## src/rtl/fifo_rx_packer.sv

```systemverilog
// Pops bytes from a show-ahead FIFO and packs pairs into {high, low} words with valid/ready handoff.
// Optional byte-pattern checker compiled in when FIFO_RX_SEQ_CHECK_EN is defined.
module fifo_rx_packer #(
    parameter int unsigned      WIDTH     = 8,
    parameter logic [WIDTH-1:0] SEQ_START = 8'd10
) (
    input  logic               rd_clk,
    input  logic               reset,
    input  logic               rd_empty,
    input  logic [WIDTH-1:0]   data_in,
    output logic               rd_en,
    output logic [2*WIDTH-1:0] word_out,
    output logic               word_valid,
    input  logic               word_ready,
    output logic [15:0]        byte_count,
    output logic               seq_err,
    output logic [7:0]         err_count
);

    typedef enum logic [1:0] {
        FILL_LO,
        FILL_HI,
        HOLD
    } state_t;

    state_t           state_q;
    logic [WIDTH-1:0] lo_q;
    logic [WIDTH-1:0] hi_q;
    logic             word_valid_q;
    logic [15:0]      byte_count_q;

    // Reset gates the pop so no byte is lost while the packer is being cleared.
    assign rd_en = !reset && !rd_empty && (state_q == FILL_LO || state_q == FILL_HI);

    always_ff @(posedge rd_clk) begin
        if (reset) begin
            state_q      <= FILL_LO;
            lo_q         <= '0;
            hi_q         <= '0;
            word_valid_q <= 1'b0;
            byte_count_q <= '0;
        end else begin
            if (rd_en) begin
                byte_count_q <= byte_count_q + 16'd1;
            end
            case (state_q)
                FILL_LO: begin
                    if (rd_en) begin
                        lo_q    <= data_in;
                        state_q <= FILL_HI;
                    end
                end
                FILL_HI: begin
                    if (rd_en) begin
                        hi_q         <= data_in;
                        word_valid_q <= 1'b1;
                        state_q      <= HOLD;
                    end
                end
                HOLD: begin
                    if (word_ready) begin
                        word_valid_q <= 1'b0;
                        state_q      <= FILL_LO;
                    end
                end
                default: begin
                    word_valid_q <= 1'b0;
                    state_q      <= FILL_LO;
                end
            endcase
        end
    end

    assign word_out   = {hi_q, lo_q};
    assign word_valid = word_valid_q;
    assign byte_count = byte_count_q;

`ifdef FIFO_RX_SEQ_CHECK_EN
    logic [WIDTH-1:0] exp_q;
    logic [WIDTH-1:0] exp_d;
    logic             seq_err_q;
    logic [7:0]       err_count_q;
    logic             mismatch;

    assign mismatch = (data_in != exp_q);

    // On a mismatch the checker resyncs to the received byte so one glitch counts once.
    always_comb begin
        exp_d = exp_q;
        if (rd_en) begin
            exp_d = mismatch ? data_in + WIDTH'(1) : exp_q + WIDTH'(1);
        end
    end

    always_ff @(posedge rd_clk) begin
        if (reset) begin
            exp_q       <= SEQ_START;
            seq_err_q   <= 1'b0;
            err_count_q <= '0;
        end else begin
            exp_q     <= exp_d;
            seq_err_q <= rd_en && mismatch;
            if (rd_en && mismatch && err_count_q != 8'hFF) begin
                err_count_q <= err_count_q + 8'd1;
            end
        end
    end

    assign seq_err   = seq_err_q;
    assign err_count = err_count_q;
`else
    logic unused_seq_start;

    assign unused_seq_start = ^SEQ_START;
    assign seq_err          = 1'b0;
    assign err_count        = '0;
`endif

endmodule
```

## config.mk

```make
export PLATFORM = sky130hd
export DESIGN_NAME = fifo_rx_packer
export DESIGN_NICKNAME = d
export VERILOG_FILES = /design/src/rtl/fifo_rx_packer.sv
export SDC_FILE = /design/constraint.sdc
export NUM_CORES = 1
export LEC_CHECK = 0
export BUFFER_PORTS_ARGS = -buffer_cell sky130_fd_sc_hd__buf_2
export CORE_MARGIN = 4
export CORE_UTILIZATION = 45
export CTS_BUF_LIST = sky130_fd_sc_hd__clkbuf_4
export DETAILED_ROUTE_END_ITERATION = 10
export GPL_ROUTABILITY_DRIVEN = 0
export PLACE_DENSITY = 0.88
export SETUP_SLACK_MARGIN = 0.2
export SYNTH_ARGS = -nofsm -noshare
export SYNTH_HDL_FRONTEND = slang
export SYNTH_SLANG_ARGS = --single-unit
```

## constraint.sdc

```tcl
create_clock -name rd_clk -period 1.4 [get_ports rd_clk]
set_clock_uncertainty 0.2 [all_clocks]
set_input_delay 0.07 -clock rd_clk [delete_from_list [all_inputs] [get_ports rd_clk]]
set_output_delay 0.07 -clock rd_clk [all_outputs]
set_load 0.05 [all_outputs]
```

==> impl_metrics.csv <==
group,metric,value,unit
outcome,outcome,"finished, violations left",
outcome,violations,"negative setup slack",
logic_synthesis,synth-seq-cells,35,
critical_path,rrSetupSlack,-0.23,ns
final_layout,syn2layout_area_growth,91.3,%
flow_run,maxCapViolCount,0,
clock_network,clk_path_buf_depth,2,
sta,holdWs,0.0362,ns
grt,grt_max_degree,21,
placement,place_area,0.00196,mm^2
clock_network,clkSlewWorstSetupHoldPaths,0.13,ns
grt,met1_usage,29.9,%
detailed_routing,num_vias,1798,
logic_synthesis,synth_warnings,0,
sta,setup-violations-final,32,
detailed_routing,wirelength,6950,um
critical_path,crit_family,"simple AND/OR/NAND/NOR gates",
critical_path,cp_max_fo,4,
critical_path,cp.arrival,1.75,ns
power,power.density,872,mW/mm^2
floorplan,dieHeight,65.6,um
critical_path,cp_slowest_cell,"or3_4",
power,power.static_leakage,1.26,nW
logic_synthesis,async_flop_share,0,%
sta,rsz0062_at_grt,"true",
critical_path,r2r_start,"state_q[1]$_SDFFE_PP0P_",
logic_synthesis,synth-edff-count,0,
logic_synthesis,synthCells,175,
sta,hold_violations,0,
power,peakVddDrop,0.968,mV
clock_network,clock-sinks,35,
critical_path,reg2reg_to,"byte_count[15]$_SDFFE_PP0P_",
detailed_routing,drt-pass1-iter-count,5,
placement,place_hpwl,2710,um
critical_path,crit_start,"state_q[1]$_SDFFE_PP0P_",
clock_network,tritoncts,"yes",
grt,grt.busiest_layer,"met2",
logic_synthesis,post_synth.cell_area_avg,8.53,um^2
detailed_routing,drt_iter0_drc,216,
final_layout,final_common_cell,"buf_6",
floorplan,die_area,0.00430,mm^2
sta,period_needed,1.63,ns
final_layout,nets,286,
clock_network,clock_latency,0.36,ns
logic_synthesis,synth_seq_area_share,46.9,%
critical_path,critPathKind,"reg2reg",
critical_path,start_kind,"flop",
critical_path,r2r_cells,4,
grt,use_met3,6.32,%
hold_path,hold_path_class,"in2reg",
grt,overflow,0,
detailed_routing,wire_per_inst,21.8,um
sta,setup_ws,-0.233,ns
placement,io_buffer_count,45,
critical_path,worstSetupPathDepth,4,
detailed_routing,postRouteAntennaNets,0,
floorplan,coreArea,0.00310,mm^2
grt,grt_usage,26.3,%
logic_synthesis,yosysUniqueCellTypes,27,
critical_path,max_stage_delay,0.39,ns
sta,max_freq,0.612,GHz
critical_path,path_buf_inv,0,
critical_path,cp.required,1.52,ns
final_layout,layout_common_cells,"42 x buf_6, 21 x dfxtp_2, 19 x buf_4",
logic_synthesis,netlist_area,0.00149,mm^2
final_layout,stdcell_count,318,
placement,place_ws,-0.167,ns
clock_network,root_buffer,"clkbuf_4",
sta,drv_slew,0,
critical_path,worstSetupEndpointType,"flop",
final_layout,fin_area,0.00286,mm^2
logic_synthesis,synth_ff_type,"dfxtp_1",
detailed_routing,via_per_inst,5.65,
floorplan,rows,20,
floorplan,die_w,65.6,um
final_layout,diodes,0,
placement,placedCellCount,285,
detailed_routing,drc_errors,0,
clock_network,tritoncts.num_buffers,5,
floorplan,start_util,48.1,%
grt,grt_first_pass_wirelength,8460,um
grt,globalRouteMet2Util,45.5,%
critical_path,crit_chain,"and4bb_4 -> nand3_1 -> or3_4 -> a21oi_2",
critical_path,critPathCapture,"byte_count[15]$_SDFFE_PP0P_",
floorplan,io_pins,55,
clock_network,htreeDepth,2,
sta,min_period_over_period,117,%
grt,antenna_found_initial,0,
final_layout,drive_above_1_share,61.7,%
grt,grt_pass1_vias,1699,
-- report_power, final --
group          leakage (nW)  internal, mW  switching [mW]  total, mW
Combinational         0.917         0.250           0.378      0.628
Clock                0.0452         0.376           0.401      0.777
Sequential            0.300          1.03          0.0490       1.08
Total                  1.26          1.66           0.828       2.49
-- tightest hold or removal path: cells and delay by family --
| kind | cells | cell delay [ns] |
|---|---|---|
| AND/OR/NAND/NOR | 1 | 0.07 |
| XOR/XNOR | 1 | 0.14 |
| buffers and inverters | 2 | 0.29 |
-- synth_stat cells, drive strengths merged, types with 2 or more instances --
cell type / count / area share [%]
nand2b: 8 / 3.4
nor3: 2 / 1.4
nand3: 6 / 2.0
nor2: 12 / 3.0
and3: 2 / 0.84
nand4: 6 / 2.5
xor2: 10 / 5.9
or3: 5 / 2.1
a21oi: 15 / 5.0
buf: 15 / 6.4
dfxtp: 35 / 47
nand2: 31 / 8.1
and4: 2 / 1.2
and2: 4 / 1.7
o21ai: 14 / 4.7
-- worst min path at each step --
stage	startpoint	end	slack (ns)	cells after the start
after global routing	rd_empty	state_q[0]$_SDFFE_PP0P_	0.04	4
after floorplan	data_in[0]	lo_q[0]$_SDFFE_PP0P_	-0.02	2
after CTS	rd_empty	state_q[0]$_SDFFE_PP0P_	0.01	4
final	rd_empty	state_q[0]$_SDFFE_PP0P_	0.04	4
after global placement	data_in[5]	lo_q[5]$_SDFFE_PP0P_	0.08	3
after detailed placement	data_in[4]	lo_q[4]$_SDFFE_PP0P_	0.09	3
-- registers in the layout (all words and copies together) (netlist names) --
| name | count |
|---|---|
| lo_q | 8 |
| hi_q | 8 |
| state_q | 2 |
| word_valid | 1 |
| byte_count | 16 |
-- area by class of cell --
type                            instances  area [um^2]
Clock inverter                          3         43.8
Tap cell                               44         55.1
Timing Repair Buffer                   99         1030
Multi-Input combinational cell        132          928
Sequential cell                        35          757
Fill cell                             102          248
Clock buffer                            5         37.5
-- cell families after synthesis --
logic type	Yosys count	synth area share, %
fa+ha+maj	1	0.838
compound gates	29	9.72
buf+inv	16	6.62
xor+xnor	11	6.45
flops	35	46.9
simple gates	81	28.4
other cells	1	0.251
mux	1	0.754
-- metrics by stage --
stage               utilization, %  power (mW)  setup TNS [ns]
finish                        92.0        2.49           -3.75
global route                  92.0        2.55           -4.66
CTS                           80.8        2.32           -1.09
detailed placement            63.1        1.48          -0.776
global placement              63.1        1.47          -0.514
floorplan                        -        1.38           -5.41
-- repair_timing --
item,4_1_cts,5_1_grt
setup endpoints to repair,68,69
setup buffers,5,9
pin swaps,18,25
gates resized for setup,109,84
endpoints found under the hold margin,33,0
hold buffers,10,0
cloned,1,0
-- per-layer routing --
metal  wire (um)  vias up
li1            -      767
met1        2570      874
met2        3460      121
met3         563       36
met4         354        0
met5           0        -
No activity file was read; power rests on OpenSTA's default activity.
